File: src/rtl/adc_sar_responder.sv
// ADC-side SAR responder: a rising edge on wr samples sample_in and resolves it one bit at a time.
// Latency: intrupt falls 1 + DATA_W*BIT_CYCLES clk edges after the edge that accepts the wr rise.
// No backpressure: wr edges arriving while busy are dropped (rises flagged on overrun).
module adc_sar_responder #(
  parameter int DATA_W     = 8,
  parameter int BIT_CYCLES = 1
) (
  input  logic              clk,
  input  logic              rst,
  input  logic              wr,
  input  logic [DATA_W-1:0] sample_in,
  output logic              intrupt,
  output logic [DATA_W-1:0] digital_data,
  output logic              busy,
  output logic              overrun
);

  localparam int IDX_W = (DATA_W > 1) ? $clog2(DATA_W) : 1;
  localparam int DIV_W = (BIT_CYCLES > 1) ? $clog2(BIT_CYCLES) : 1;
  localparam logic [IDX_W-1:0] IDX_TOP = IDX_W'(DATA_W - 1);
  localparam logic [DIV_W-1:0] DIV_TOP = DIV_W'(BIT_CYCLES - 1);

  typedef enum logic [1:0] {IDLE, SAMPLE, CONVERT, DONE} state_t;

  state_t            state;
  logic              wr_q;
  logic [DATA_W-1:0] sar;
  logic [DATA_W-1:0] sample_reg;
  logic [IDX_W-1:0]  bit_idx;
  logic [DIV_W-1:0]  div;

  logic              rise;
  logic              fall;
  logic [DATA_W-1:0] trial;
  logic [DATA_W-1:0] sar_nxt;

  // wr edge detection against last cycle's wr
  always_comb begin
    rise = wr & ~wr_q;
    fall = ~wr & wr_q;
  end

  // Trial value for the current bit and the register value once that bit is decided
  always_comb begin
    trial            = sar;
    trial[bit_idx]   = 1'b1;
    sar_nxt          = sar;
    sar_nxt[bit_idx] = (sample_reg >= trial);
  end

  // Control FSM with registered outputs; busy tracks SAMPLE/CONVERT membership of the next state
  always_ff @(posedge clk or posedge rst) begin
    if (rst) begin
      state        <= IDLE;
      wr_q         <= 1'b1;
      sar          <= '0;
      sample_reg   <= '0;
      bit_idx      <= IDX_TOP;
      div          <= '0;
      intrupt      <= 1'b1;
      digital_data <= '0;
      busy         <= 1'b0;
      overrun      <= 1'b0;
    end else begin
      wr_q    <= wr;
      overrun <= 1'b0;
      case (state)
        IDLE: begin
          if (rise) begin
            state <= SAMPLE;
            busy  <= 1'b1;
          end
        end
        SAMPLE: begin
          // sample_reg is frozen from here on; later sample_in changes are invisible
          sample_reg <= sample_in;
          sar        <= '0;
          bit_idx    <= IDX_TOP;
          div        <= '0;
          state      <= CONVERT;
          overrun    <= rise;
        end
        CONVERT: begin
          overrun <= rise;
          if (div != DIV_TOP) begin
            div <= div + 1'b1;
          end else begin
            div <= '0;
            sar <= sar_nxt;
            if (bit_idx == '0) begin
              digital_data <= sar_nxt;
              intrupt      <= 1'b0;
              state        <= DONE;
              busy         <= 1'b0;
            end else begin
              bit_idx <= bit_idx - 1'b1;
            end
          end
        end
        DONE: begin
          // A rise here restarts directly; a fall acknowledges and returns to idle
          if (rise) begin
            intrupt <= 1'b1;
            state   <= SAMPLE;
            busy    <= 1'b1;
          end else if (fall) begin
            intrupt <= 1'b1;
            state   <= IDLE;
          end
        end
        default: begin
          state <= IDLE;
          busy  <= 1'b0;
        end
      endcase
    end
  end

endmodule
File: config.mk
export PLATFORM = sky130hd
export DESIGN_NAME = adc_sar_responder
export DESIGN_NICKNAME = d
export VERILOG_FILES = /design/src/rtl/adc_sar_responder.sv
export SDC_FILE = /design/constraint.sdc
export NUM_CORES = 1
export LEC_CHECK = 0
export ABC_AREA = 1
export CAP_MARGIN = 0
export CORE_UTILIZATION = 55
export CTS_CLUSTER_SIZE = 30
export DETAILED_ROUTE_END_ITERATION = 16
export PLACE_DENSITY = 0.79
export SYNTH_ARGS = -nofsm -noshare
export SYNTH_HDL_FRONTEND = slang
export SYNTH_SLANG_ARGS = --single-unit
File: constraint.sdc
create_clock -name clk -period 2.8 [get_ports clk]
set_input_delay 0.42 -clock clk [delete_from_list [all_inputs] [get_ports clk]]
set_output_delay 0.42 -clock clk [all_outputs]
set_load 0.02 [all_outputs]
# Yosys cells after proc, flatten, opt, wreduce, memory -nomap -nowiden
# Index checks and enable logic that the tools add are counted.
[word_totals]
ff_bits = 34
output_inout_bits = 11
elab_cells = 68
[classes]
add_sub_neg = 2
order_cmp = 3
eq_ne = 9
mux = 24
bitwise_logic = 6
reduce_logical = 14
[ops]
columns = ["operator", "n"]
rows = [
  ["$pmux W8 S2", 1],
  ["$reduce_and A4 Y1", 3],
  ["$mux W2", 5],
  ["$bwmux W8", 1],
  ["$ge A8 B8 Y1", 1],
  ["$mux W1", 8],
  ["$mux W8", 1],
  ["$ne A2 B2 Y1 const B", 4],
  ["$or A8 B8 Y8", 1],
  ["$pmux W2 S4", 1],
  ["$mux W3", 2],
  ["$pmux W1 S2", 3],
  ["$pmux W3 S2", 1],
  ["$reduce_and A3 Y1", 2],
  ["$reduce_bool A2 Y1", 3],
  ["$eq A2 B2 Y1 const B", 2],
  ["$lt A3 B4 Y1 const B", 1],
  ["$reduce_or A2 Y1", 2],
  ["$demux W1 S3", 1],
  ["$ge A3 B1 Y1 const B", 1],
  ["$logic_not A3 Y1", 1],
  ["$ne A3 B3 Y1 const B", 1],
  ["$not A1 Y1", 3],
  ["$sub A3 B1 Y3 const B", 1],
  ["7 further kinds", 8],
]

# Logic depth before layout (Yosys ltp)
# Gate-level depths: netlist of run 1.
[logic_depth]
depth_word = 9
mapped_depth = 14
depth_no_buf = 14

# Worst setup path after synthesis of run 1
# No wires, ideal clock.
[synth_timing]
path_type = "register -> register"
start = "register bit_idx[2]"
end = "register sar[0]"
setup_ns = 0.119
t_arrival_ns = 1.940
required_ns = 2.681
setup_slack_ns = 0.741
path_stages_with_launch = 12
path_buffers = 0
period_less_slack_ns = 2.059
path_cell_list = "dfstp_2 inv_4 nor3_2 inv_1 nand2_1 inv_1 ha_1 a21o_1 nor2_2 nand4_1 nand3_1 nand2_1"
[synth_between]
elab_chain_cells = 9
elab_cells_between_ends = 10
[synth_lines]
columns = ["element", "line_no", "source"]
rows = [
  ["from (decl)", "29", "logic [IDX_W-1:0] bit_idx;"],
  ["from (signal assigned)", "96", "bit_idx <= bit_idx - 1'b1;"],
  ["$lt A3 B4 Y1 or $ge A3 B1 Y1 (tied branches)", "46, 48", ""],
  ["$logic_and A1 B1 Y1 (not written as such)", "46, 48", ""],
  ["$mux W1 (not written as such)", "46, 48", ""],
  ["$demux W1 S3 (*)", "46, 48", ""],
  ["$or A8 B8 Y8 (no line)", "-", ""],
  ["$ge A8 B8 Y1", "48", "sar_nxt[bit_idx] = (sample_reg >= trial);"],
  ["$bwmux W8 (*)", "48", ""],
  ["$mux W8 (*)", "85", "if (div != DIV_TOP) begin"],
  ["$pmux W8 S2 (*)", "67", "case (state)"],
  ["to (signal assigned)", "89", "sar <= sar_nxt;"],
  ["to (decl)", "27", "logic [DATA_W-1:0] sar;"],
]
# Mark *: on every way between the ends. The rest lies on a longest branch, timed or not. The select of a mux whose other input is x is not followed.
# A chain may end at the register's enable or synchronous reset.

# Final worst setup path of run 1
[layout_timing]
start = "register bit_idx[2]"
end = "register sar[3]"
# The elaborated chain is that of the path after synthesis.

==> impl_metrics.xml, run 1 <==
<?xml version="1.0" encoding="UTF-8"?>
<metrics>
  <group name="status">
    <metric name="result_of_the_run" unit="">finished clean</metric>
  </group>
  <group name="power">
    <metric name="power.switching_fraction" unit="">0.448</metric>
    <metric name="switching_power" unit="mW">1.09</metric>
    <metric name="power.share.sequential" unit="">0.338</metric>
    <metric name="clockPowerShare" unit="">0.115</metric>
    <metric name="max-vdd-ir-drop" unit="V">0.000826</metric>
    <metric name="power_frac_comb" unit="">0.547</metric>
    <metric name="design_power_total" unit="mW">2.43</metric>
    <metric name="total_leakage_power" unit="nW">1.10</metric>
    <metric name="cell_internal_pwr" unit="mW">1.34</metric>
    <metric name="power_density" unit="nW/um^2">1120</metric>
  </group>
  <group name="logic_synthesis">
    <metric name="yosysWarnings" unit="">0</metric>
    <metric name="synth-async-reset-ratio" unit="">1.00</metric>
    <metric name="netlist_instances" unit="">211</metric>
    <metric name="post_synth_edffs" unit="">0</metric>
    <metric name="part_of_the_yosys_area_used_for_sequential_elements" unit="">0.448</metric>
    <metric name="synth_common_cells" unit="">sky130_fd_sc_hd__nand2_1, sky130_fd_sc_hd__inv_1, sky130_fd_sc_hd__dfrtp_1</metric>
    <metric name="synth.largest_area_cell" unit="">sky130_fd_sc_hd__dfrtp_1</metric>
    <metric name="postSynth.topFlopCell" unit="">sky130_fd_sc_hd__dfrtp_1</metric>
    <metric name="syn-num-nets" unit="">238</metric>
    <metric name="post_synth.cell_area_avg" unit="um^2">8.80</metric>
    <metric name="synth.distinct_cells" unit="">31</metric>
    <metric name="yosys_register_bits" unit="">33</metric>
    <metric name="synth.most_common_cell" unit="">sky130_fd_sc_hd__nand2_1</metric>
    <metric name="yosys-top-cells-area" unit="">sky130_fd_sc_hd__dfrtp_1, sky130_fd_sc_hd__nand2_1, sky130_fd_sc_hd__ha_1, sky130_fd_sc_hd__dfstp_2, sky130_fd_sc_hd__inv_1</metric>
    <metric name="syn_area" unit="um^2">1860</metric>
    <metric name="synthDominantCellAreaShare" unit="">0.377</metric>
  </group>
  <group name="drt">
    <metric name="wire_per_inst" unit="um">12.4</metric>
    <metric name="viasPerCell" unit="">5.14</metric>
    <metric name="via_count" unit="">1454</metric>
    <metric name="post-route-drc-count" unit="">0</metric>
    <metric name="ant_nets" unit="">0</metric>
    <metric name="detail_route.wirelength" unit="um">3500</metric>
    <metric name="initial_detailed_routing_violation_count" unit="">53</metric>
    <metric name="detailedRoute.firstPassIterationCount" unit="">4</metric>
  </group>
  <group name="critical_path">
    <metric name="critical_path.top_delay_family" unit="">simple AND/OR/NAND/NOR gates</metric>
    <metric name="cp_slowest_cell" unit="">sky130_fd_sc_hd__dfstp_2</metric>
    <metric name="required_time_reported_for_the_critical_path_endpoint" unit="ns">3.03</metric>
    <metric name="cp_cell_sequence" unit="">inv_4 -&gt; nor3_2 -&gt; inv_1 -&gt; nand2_1 -&gt; inv_1 -&gt; ha_1 -&gt; a21o_1 -&gt; nor2_2 -&gt; nand4_1 -&gt; nand3_1 -&gt; nand2_1</metric>
    <metric name="cp_slowest_stage_delay" unit="ns">0.63</metric>
    <metric name="endpoint_class_of_the_critical_path" unit="">flip-flop</metric>
    <metric name="path_max_fanout" unit="">8</metric>
    <metric name="critical_path_buf_inv_count" unit="">3</metric>
    <metric name="timing.reg2reg.setup_slack" unit="ns">0.41</metric>
    <metric name="crit_path_start_kind" unit="">flip-flop</metric>
    <metric name="worstSetupPathType" unit="">reg -&gt; reg</metric>
    <metric name="cp_data_arrival_time" unit="ns">2.62</metric>
  </group>
  <group name="cells_and_area">
    <metric name="layout-area-overhead-vs-synth" unit="%">17.2</metric>
    <metric name="n_antenna_cell" unit="">0</metric>
    <metric name="final_net_count" unit="">265</metric>
    <metric name="final_cells" unit="">283</metric>
    <metric name="share_of_layout_cells_above_drive_strength_1" unit="">0.146</metric>
    <metric name="layout.cell_area.non_filler" unit="um^2">2180</metric>
    <metric name="multi_input_gate_area" unit="um^2">865</metric>
    <metric name="final-seq-area" unit="um^2">832</metric>
    <metric name="filler_cell_count" unit="">263</metric>
  </group>
  <group name="global_route">
    <metric name="grt_util_met1" unit="">0.284</metric>
    <metric name="global_route.usage.total" unit="">0.237</metric>
    <metric name="globalRouteMet3Util" unit="">0.0584</metric>
    <metric name="antenna_found_initial" unit="">0</metric>
    <metric name="grt_first_pass_wirelength" unit="um">6060</metric>
    <metric name="grt_busiest_layer" unit="">met2</metric>
    <metric name="largest_net_degree_at_the_start_of_global_routing" unit="">21</metric>
    <metric name="global_routing_usage_on_met2" unit="">0.391</metric>
    <metric name="grt.overflow.total" unit="">0</metric>
    <metric name="first_global_vias" unit="">1411</metric>
  </group>
  <group name="clocking">
    <metric name="path_clk_slew" unit="ns">0.09</metric>
    <metric name="cts_tree" unit="">built</metric>
    <metric name="h-tree-depth" unit="">2</metric>
    <metric name="cts_hold_repair.buffers" unit="">0</metric>
    <metric name="cts_inserted_buffers" unit="">5</metric>
    <metric name="clock_latency" unit="ns">0.34</metric>
    <metric name="cts.sink_count" unit="">33</metric>
    <metric name="clock-root-buffer" unit="">sky130_fd_sc_hd__clkbuf_4</metric>
    <metric name="post-cts-setup-buffers" unit="">0</metric>
    <metric name="max-clock-path-buffers" unit="">2</metric>
    <metric name="quantity_of_gates_resized_following_cts" unit="">0</metric>
  </group>
  <group name="placed_design">
    <metric name="io_buffer_count" unit="">21</metric>
    <metric name="number_of_placed_instances_taps_included" unit="">275</metric>
    <metric name="dpl-instance-area" unit="um^2">2120</metric>
    <metric name="dpl.hpwl" unit="um">2680</metric>
    <metric name="place_congestion" unit="">0.856</metric>
  </group>
  <group name="timing">
    <metric name="maxSlewViolCount" unit="">0</metric>
    <metric name="timing_hold_violations_final" unit="">0</metric>
    <metric name="worst_pin_slew" unit="ns">0.719</metric>
    <metric name="ratio_of_final_minimum_period_to_clock_period" unit="">0.853</metric>
    <metric name="finalCriticalPeriod" unit="ns">2.39</metric>
    <metric name="fin_setup_tns" unit="ns">0</metric>
    <metric name="fmaxAchievable" unit="MHz">419</metric>
    <metric name="clock-skew-final" unit="ns">0.00991</metric>
    <metric name="setup_viol" unit="">0</metric>
    <metric name="worst_slew_margin_rel" unit="">0.520</metric>
    <metric name="rsz_0062_raised_after_global_routing" unit="">no</metric>
  </group>
  <group name="floorplan">
    <metric name="std_cell_rows" unit="">20</metric>
    <metric name="initial_core_utilization" unit="">0.594</metric>
    <metric name="die_w" unit="um">60.1</metric>
    <metric name="top_level_ports" unit="">22</metric>
    <metric name="floorplan.die.height" unit="um">60.1</metric>
    <metric name="coreArea" unit="um^2">3130</metric>
    <metric name="fp.dieArea" unit="um^2">3610</metric>
  </group>
  <group name="run">
    <metric name="timing.max_cap.violations" unit="">0</metric>
  </group>
  <group name="min_path">
    <metric name="timing.hold.worst.class" unit="">reg -&gt; reg</metric>
  </group>
</metrics>
[routing by layer]
layer / up-vias / wire length [um]
li1: 736 / -
met1: 683 / 1590
met2: 25 / 1730
met3: 10 / 106
met4: 0 / 77
met5: - / 0
[layout by cell type, fill, tap and decap left out, types with 3 or more instances in the layout]
master,count
sky130_fd_sc_hd__ha_1,16
sky130_fd_sc_hd__nand3_1,18
sky130_fd_sc_hd__nand4_1,8
sky130_fd_sc_hd__nor3_1,5
sky130_fd_sc_hd__o21ai_0,5
sky130_fd_sc_hd__nand2_1,56
sky130_fd_sc_hd__mux2_2,7
sky130_fd_sc_hd__a21oi_1,4
sky130_fd_sc_hd__clkbuf_4,5
sky130_fd_sc_hd__nor3_2,3
sky130_fd_sc_hd__clkdlybuf4s50_1,21
sky130_fd_sc_hd__inv_1,30
sky130_fd_sc_hd__nor2_1,4
sky130_fd_sc_hd__dfstp_2,5
sky130_fd_sc_hd__dfrtp_1,28
[tightest hold or removal path: stages (launching register included)]
cell and delay (ns):
sky130_fd_sc_hd__dfrtp_1 0.35, sky130_fd_sc_hd__nand2_1 0.05, sky130_fd_sc_hd__nand2_1 0.05
[cell families after synthesis]
family | Yosys count | share of synthesized area
multiplexers | 7 | 0.0425
XOR/XNOR | 1 | 0.00472
AO/OA/AOI/OAI | 16 | 0.0573
buffers and inverters | 39 | 0.0863
flip-flops | 33 | 0.448
AND/OR/NAND/NOR | 99 | 0.253
adder cells (fa/ha/maj) | 16 | 0.108
[worst paths after layout]
| path | end | depth (start not counted) | start |
|---|---|---|---|
| max in group asynchronous | digital_data[6] | 3 | rst |
| min reg2reg | digital_data[1] | 2 | digital_data[1] |
| max | sar[3] | 11 | bit_idx[2] |
| max reg2reg | sar[3] | 11 | bit_idx[2] |
| min | digital_data[1] | 2 | digital_data[1] |
| min in group asynchronous | sar[2] | 2 | rst |
[final cells by class]
type | instances | area share
Tap cell | 44 | 0.0253
Sequential cell | 33 | 0.382
Clock buffer | 8 | 0.0270
Timing Repair Buffer | 23 | 0.104
Multi-Input combinational cell | 139 | 0.397
Inverter | 36 | 0.0644
[metrics by stage]
step	hold slack, ns	utilization	setup WS [ns]
2_1_floorplan	0.424	-	0.741
3_3_place_gp	0.462	0.677	0.481
3_5_place_dp	0.466	0.677	0.443
4_1_cts	0.485	0.696	0.431
5_1_grt	0.519	0.696	0.245
6_report	0.484	0.696	0.412
[power groups by stage]
stage,Combinational [mW],Sequential (mW),Clock (mW)
3_5_place_dp,1.34,0.828,0
2_1_floorplan,0.895,0.885,0
4_1_cts,1.34,0.822,0.285
6_report,1.33,0.821,0.279
3_3_place_gp,1.31,0.818,0
5_1_grt,1.51,0.847,0.306
Note: power is estimated with default switching activity, not from simulation.
==> inputs of run 2 (changes only) <==
Settings changed: CTS_BUF_LIST from default to sky130_fd_sc_hd__clkbuf_8.
==> impl_metrics.xml, run 2 (same netlist as run 1, synthesis figures left out) <==
<?xml version="1.0" encoding="UTF-8"?>
<metrics>
  <group name="drt">
    <metric name="detail_route.wirelength" unit="um">3510</metric>
    <metric name="initial_detailed_routing_violation_count" unit="">54</metric>
    <metric name="detailedRoute.firstPassIterationCount" unit="">4</metric>
    <metric name="wire_per_inst" unit="um">12.4</metric>
    <metric name="via_count" unit="">1446</metric>
    <metric name="viasPerCell" unit="">5.11</metric>
    <metric name="ant_nets" unit="">0</metric>
    <metric name="post-route-drc-count" unit="">0</metric>
  </group>
  <group name="clocking">
    <metric name="h-tree-depth" unit="">2</metric>
    <metric name="quantity_of_gates_resized_following_cts" unit="">0</metric>
    <metric name="clock_latency" unit="ns">0.29</metric>
    <metric name="cts_tree" unit="">built</metric>
    <metric name="post-cts-setup-buffers" unit="">0</metric>
    <metric name="clock-root-buffer" unit="">sky130_fd_sc_hd__clkbuf_8</metric>
    <metric name="cts_inserted_buffers" unit="">5</metric>
    <metric name="max-clock-path-buffers" unit="">2</metric>
    <metric name="cts.sink_count" unit="">33</metric>
    <metric name="cts_hold_repair.buffers" unit="">0</metric>
    <metric name="path_clk_slew" unit="ns">0.06</metric>
  </group>
  <group name="min_path">
    <metric name="hold_depth" unit="">2</metric>
    <metric name="timing.hold.worst.class" unit="">reg -&gt; reg</metric>
  </group>
  <group name="critical_path">
    <metric name="required_time_reported_for_the_critical_path_endpoint" unit="ns">2.97</metric>
    <metric name="reg2reg_depth" unit="">11</metric>
    <metric name="cp_data_arrival_time" unit="ns">2.55</metric>
    <metric name="timing.reg2reg.setup_slack" unit="ns">0.42</metric>
    <metric name="worstSetupPathType" unit="">reg -&gt; reg</metric>
    <metric name="crit_path_start_kind" unit="">flip-flop</metric>
    <metric name="path_max_fanout" unit="">8</metric>
    <metric name="endpoint_class_of_the_critical_path" unit="">flip-flop</metric>
  </group>
  <group name="floorplan">
    <metric name="std_cell_rows" unit="">20</metric>
    <metric name="top_level_ports" unit="">22</metric>
    <metric name="initial_core_utilization" unit="">0.594</metric>
    <metric name="coreArea" unit="um^2">3130</metric>
    <metric name="floorplan.die.height" unit="um">60.1</metric>
    <metric name="die_w" unit="um">60.1</metric>
    <metric name="fp.dieArea" unit="um^2">3610</metric>
  </group>
  <group name="placed_design">
    <metric name="dpl-instance-area" unit="um^2">2120</metric>
    <metric name="number_of_placed_instances_taps_included" unit="">275</metric>
    <metric name="place_congestion" unit="">0.856</metric>
    <metric name="io_buffer_count" unit="">21</metric>
    <metric name="dpl.hpwl" unit="um">2680</metric>
    <metric name="pre_cts_slack" unit="ns">0.443</metric>
  </group>
  <group name="global_route">
    <metric name="grt.overflow.total" unit="">0</metric>
    <metric name="largest_net_degree_at_the_start_of_global_routing" unit="">21</metric>
    <metric name="grt_first_pass_wirelength" unit="um">6040</metric>
    <metric name="global_route.usage.total" unit="">0.236</metric>
    <metric name="antenna_found_initial" unit="">0</metric>
    <metric name="first_global_vias" unit="">1397</metric>
  </group>
  <group name="cells_and_area">
    <metric name="n_antenna_cell" unit="">0</metric>
    <metric name="final_cells" unit="">283</metric>
    <metric name="most_frequent_cells_in_the_layout" unit="">sky130_fd_sc_hd__nand2_1, sky130_fd_sc_hd__inv_1, sky130_fd_sc_hd__dfrtp_1</metric>
    <metric name="layout-area-overhead-vs-synth" unit="%">18.9</metric>
    <metric name="layout.cell_area.non_filler" unit="um^2">2210</metric>
    <metric name="layout.cells.most_common" unit="">sky130_fd_sc_hd__nand2_1</metric>
    <metric name="share_of_layout_cells_above_drive_strength_1" unit="">0.146</metric>
    <metric name="final_net_count" unit="">265</metric>
  </group>
  <group name="timing">
    <metric name="clock-skew-final" unit="ns">0.00786</metric>
    <metric name="setup_ws" unit="ns">0.419</metric>
    <metric name="fmaxAchievable" unit="MHz">420</metric>
    <metric name="worst_slew_margin_rel" unit="">0.518</metric>
    <metric name="worst_pin_slew" unit="ns">0.722</metric>
    <metric name="timing_hold_violations_final" unit="">0</metric>
    <metric name="setup_viol" unit="">0</metric>
    <metric name="fin_setup_tns" unit="ns">0</metric>
    <metric name="maxSlewViolCount" unit="">0</metric>
    <metric name="ratio_of_final_minimum_period_to_clock_period" unit="">0.850</metric>
    <metric name="finalCriticalPeriod" unit="ns">2.38</metric>
    <metric name="rsz_0062_raised_after_global_routing" unit="">no</metric>
    <metric name="hold_ws" unit="ns">0.477</metric>
  </group>
  <group name="status">
    <metric name="result_of_the_run" unit="">finished clean</metric>
  </group>
  <group name="run">
    <metric name="timing.max_cap.violations" unit="">0</metric>
  </group>
  <group name="power">
    <metric name="max-vdd-ir-drop" unit="V">0.000888</metric>
    <metric name="power_density" unit="nW/um^2">1140</metric>
    <metric name="total_leakage_power" unit="nW">1.12</metric>
  </group>
</metrics>
==> run 2: layout make-up <==
class | count | area [um^2]
inverters | 36 | 140
clock buffers | 6 | 82.6
fillers | 258 | 921
well taps | 44 | 55.1
repair buffers | 23 | 225
clock inverters | 2 | 7.51
multi-input cells | 139 | 865
flip-flops and latches | 33 | 832
==> run 2: power by group <==
group	switching, mW	internal (mW)	total (mW)
registers	0.135	0.688	0.823
clock network	0.164	0.193	0.357
logic	0.799	0.531	1.33
total	1.10	1.41	2.51
==> run 2: final timing paths <==
check	startpoint	to
worst max-delay path	bit_idx[2]	digital_data[3]
worst min-delay path	digital_data[1]	digital_data[1]
worst max register to register	bit_idx[2]	digital_data[3]
worst min register to register	digital_data[1]	digital_data[1]
max in group asynchronous	rst	digital_data[6]
min in group asynchronous	rst	sar[2]
==> run 2: metal layers <==
layer  global-route usage  up-vias  share of wire
met5                    0        -              0
met4               0.0797        0          0.016
met3               0.0779        7          0.037
met2                0.388       23           0.50
met1                0.288      678           0.45
li1                     -      738              -
==> run 2: through the flow <==
stage                     total power [mW]  utilization
final                                 2.51        0.706
after global routing                  2.75        0.706
after CTS                             2.53        0.706
after detailed placement              2.17        0.677
after global placement                2.13        0.677
after floorplan                       1.78            -
==> run 2: critical path, stage by stage (launching register included) <==
cell and delay (ns):
sky130_fd_sc_hd__dfstp_2 0.62, sky130_fd_sc_hd__inv_4 0.08, sky130_fd_sc_hd__nor3_2 0.20, sky130_fd_sc_hd__inv_1 0.06, sky130_fd_sc_hd__nand2_1 0.09, sky130_fd_sc_hd__inv_1 0.06
sky130_fd_sc_hd__ha_1 0.29, sky130_fd_sc_hd__a21o_1 0.19, sky130_fd_sc_hd__nor2_2 0.31, sky130_fd_sc_hd__nand4_1 0.18, sky130_fd_sc_hd__nand3_1 0.13, sky130_fd_sc_hd__nand2_1 0.06
==> inputs of run 3 (changes only) <==
Settings changed: CORE_ASPECT_RATIO from default to 1.2, PLACE_DENSITY 0.79 to 0.83, SLEW_MARGIN from default to 30.
==> impl_metrics.xml, run 3 (same netlist as run 1, synthesis figures left out) <==
<?xml version="1.0" encoding="UTF-8"?>
<metrics>
  <group name="cells_and_area">
    <metric name="final_cells" unit="">274</metric>
    <metric name="filler_cell_count" unit="">272</metric>
    <metric name="utilization" unit="">0.697</metric>
    <metric name="most_frequent_cells_in_the_layout" unit="">sky130_fd_sc_hd__nand2_1, sky130_fd_sc_hd__inv_1, sky130_fd_sc_hd__dfrtp_1</metric>
    <metric name="share_of_layout_cells_above_drive_strength_1" unit="">0.151</metric>
    <metric name="n_antenna_cell" unit="">0</metric>
    <metric name="final_net_count" unit="">264</metric>
    <metric name="layout-area-overhead-vs-synth" unit="%">17.7</metric>
    <metric name="layout.cells.most_common" unit="">sky130_fd_sc_hd__nand2_1</metric>
  </group>
  <group name="floorplan">
    <metric name="initial_core_utilization" unit="">0.592</metric>
    <metric name="fp.dieArea" unit="um^2">3610</metric>
    <metric name="top_level_ports" unit="">22</metric>
    <metric name="coreArea" unit="um^2">3140</metric>
    <metric name="floorplan.die.height" unit="um">65.7</metric>
    <metric name="die_w" unit="um">55.0</metric>
    <metric name="std_cell_rows" unit="">22</metric>
  </group>
  <group name="critical_path">
    <metric name="endpoint_class_of_the_critical_path" unit="">flip-flop</metric>
    <metric name="path_max_fanout" unit="">8</metric>
    <metric name="timing.rr.end" unit="">sar[5]</metric>
    <metric name="timing.reg2reg.setup_slack" unit="ns">0.40</metric>
    <metric name="crit_path_start_kind" unit="">flip-flop</metric>
    <metric name="regToRegStartpoint" unit="">bit_idx[2]</metric>
    <metric name="worstSetupPathType" unit="">reg -&gt; reg</metric>
    <metric name="reg2reg_depth" unit="">11</metric>
    <metric name="required_time_reported_for_the_critical_path_endpoint" unit="ns">2.98</metric>
    <metric name="cp_data_arrival_time" unit="ns">2.58</metric>
  </group>
  <group name="drt">
    <metric name="wire_per_inst" unit="um">12.4</metric>
    <metric name="detailedRoute.firstPassIterationCount" unit="">6</metric>
    <metric name="viasPerCell" unit="">5.20</metric>
    <metric name="via_count" unit="">1425</metric>
    <metric name="post-route-drc-count" unit="">0</metric>
    <metric name="ant_nets" unit="">0</metric>
    <metric name="initial_detailed_routing_violation_count" unit="">35</metric>
    <metric name="detail_route.wirelength" unit="um">3390</metric>
  </group>
  <group name="min_path">
    <metric name="worstHoldEndpoint" unit="">digital_data[4]</metric>
    <metric name="timing.hold.worst.class" unit="">reg -&gt; reg</metric>
    <metric name="hold_depth" unit="">2</metric>
    <metric name="worstHoldStart" unit="">digital_data[4]</metric>
  </group>
  <group name="global_route">
    <metric name="antenna_found_initial" unit="">0</metric>
    <metric name="global_route.usage.total" unit="">0.241</metric>
    <metric name="largest_net_degree_at_the_start_of_global_routing" unit="">34</metric>
    <metric name="grt_first_pass_wirelength" unit="um">6170</metric>
    <metric name="first_global_vias" unit="">1485</metric>
    <metric name="grt.overflow.total" unit="">0</metric>
  </group>
  <group name="clocking">
    <metric name="cts_inserted_buffers" unit="">5</metric>
    <metric name="cts_tree" unit="">built</metric>
    <metric name="cts_hold_repair.buffers" unit="">0</metric>
    <metric name="path_clk_slew" unit="ns">0.07</metric>
    <metric name="clock_latency" unit="ns">0.29</metric>
    <metric name="cts.sink_count" unit="">33</metric>
    <metric name="quantity_of_gates_resized_following_cts" unit="">0</metric>
    <metric name="max-clock-path-buffers" unit="">2</metric>
    <metric name="post-cts-setup-buffers" unit="">0</metric>
    <metric name="clock-root-buffer" unit="">sky130_fd_sc_hd__clkbuf_8</metric>
    <metric name="h-tree-depth" unit="">2</metric>
  </group>
  <group name="timing">
    <metric name="timing_hold_violations_final" unit="">0</metric>
    <metric name="setup_ws" unit="ns">0.397</metric>
    <metric name="worst_slew_margin_rel" unit="">0.732</metric>
    <metric name="maxSlewViolCount" unit="">0</metric>
    <metric name="setup_viol" unit="">0</metric>
    <metric name="clock-skew-final" unit="ns">0.00542</metric>
    <metric name="fmaxAchievable" unit="MHz">416</metric>
    <metric name="fin_setup_tns" unit="ns">0</metric>
    <metric name="finalCriticalPeriod" unit="ns">2.40</metric>
    <metric name="rsz_0062_raised_after_global_routing" unit="">no</metric>
    <metric name="worst_pin_slew" unit="ns">0.403</metric>
    <metric name="ratio_of_final_minimum_period_to_clock_period" unit="">0.858</metric>
  </group>
  <group name="status">
    <metric name="result_of_the_run" unit="">finished clean</metric>
  </group>
  <group name="power">
    <metric name="power_density" unit="nW/um^2">1140</metric>
    <metric name="total_leakage_power" unit="nW">1.11</metric>
    <metric name="design_power_total" unit="mW">2.48</metric>
    <metric name="max-vdd-ir-drop" unit="V">0.000698</metric>
  </group>
  <group name="placed_design">
    <metric name="number_of_placed_instances_taps_included" unit="">266</metric>
    <metric name="io_buffer_count" unit="">21</metric>
    <metric name="pre_cts_slack" unit="ns">0.454</metric>
    <metric name="place_congestion" unit="">0.864</metric>
    <metric name="dpl.hpwl" unit="um">2550</metric>
  </group>
  <group name="run">
    <metric name="timing.max_cap.violations" unit="">0</metric>
  </group>
</metrics>
==> run 3: metal layers <==
metal	share of wire	vias to the layer above	track usage
li1	-	738	-
met1	0.45	658	0.269
met2	0.50	21	0.417
met3	0.025	8	0.0509
met4	0.022	0	0.113
met5	0	-	0
==> run 3: worst max-delay path, stage by stage, from the launching register on <==
cell                      delay [ns]
sky130_fd_sc_hd__dfstp_2        0.61
sky130_fd_sc_hd__inv_4          0.08
sky130_fd_sc_hd__nor3_2         0.23
sky130_fd_sc_hd__inv_1          0.07
sky130_fd_sc_hd__nand2_1        0.10
sky130_fd_sc_hd__inv_1          0.07
sky130_fd_sc_hd__ha_1           0.29
sky130_fd_sc_hd__a21o_1         0.19
sky130_fd_sc_hd__nor2_2         0.28
sky130_fd_sc_hd__nand4_1        0.18
sky130_fd_sc_hd__nand3_1        0.12
sky130_fd_sc_hd__nand2_1        0.06
==> run 3: metrics by stage <==
step | instance area, um^2 | hold WS, ns
after CTS | 2190 | 0.482
after detailed placement | 2100 | 0.465
after global routing | 2190 | 0.497
after floorplan | 1860 | 0.424
final | 2190 | 0.477
after global placement | 2100 | 0.458
==> run 3: worst max path at each step <==
stage                    start      to  slack, ns
floorplan           bit_idx[2]  sar[0]       0.74
global placement    bit_idx[2]  sar[4]       0.50
detailed placement  bit_idx[2]  sar[0]       0.45
CTS                 bit_idx[2]  sar[5]       0.41
global route        bit_idx[0]  sar[7]       0.20
finish              bit_idx[2]  sar[5]       0.40
==> run 3: cell type report <==
type	count	area, um^2	share of cell area
Clock buffer	5	68.8	0.0315
Tap cell	36	45.0	0.0206
Sequential cell	33	832	0.381
Timing Repair Buffer	22	218	0.0996
Multi-Input combinational cell	139	865	0.396
Clock inverter	3	17.5	0.00801
Inverter	36	140	0.0641
==> run 3: report_power, final <==
part / internal (mW) / switching (mW) / total [mW]
registers: 0.688 / 0.129 / 0.817
clock network: 0.171 / 0.177 / 0.349
logic: 0.529 / 0.791 / 1.32
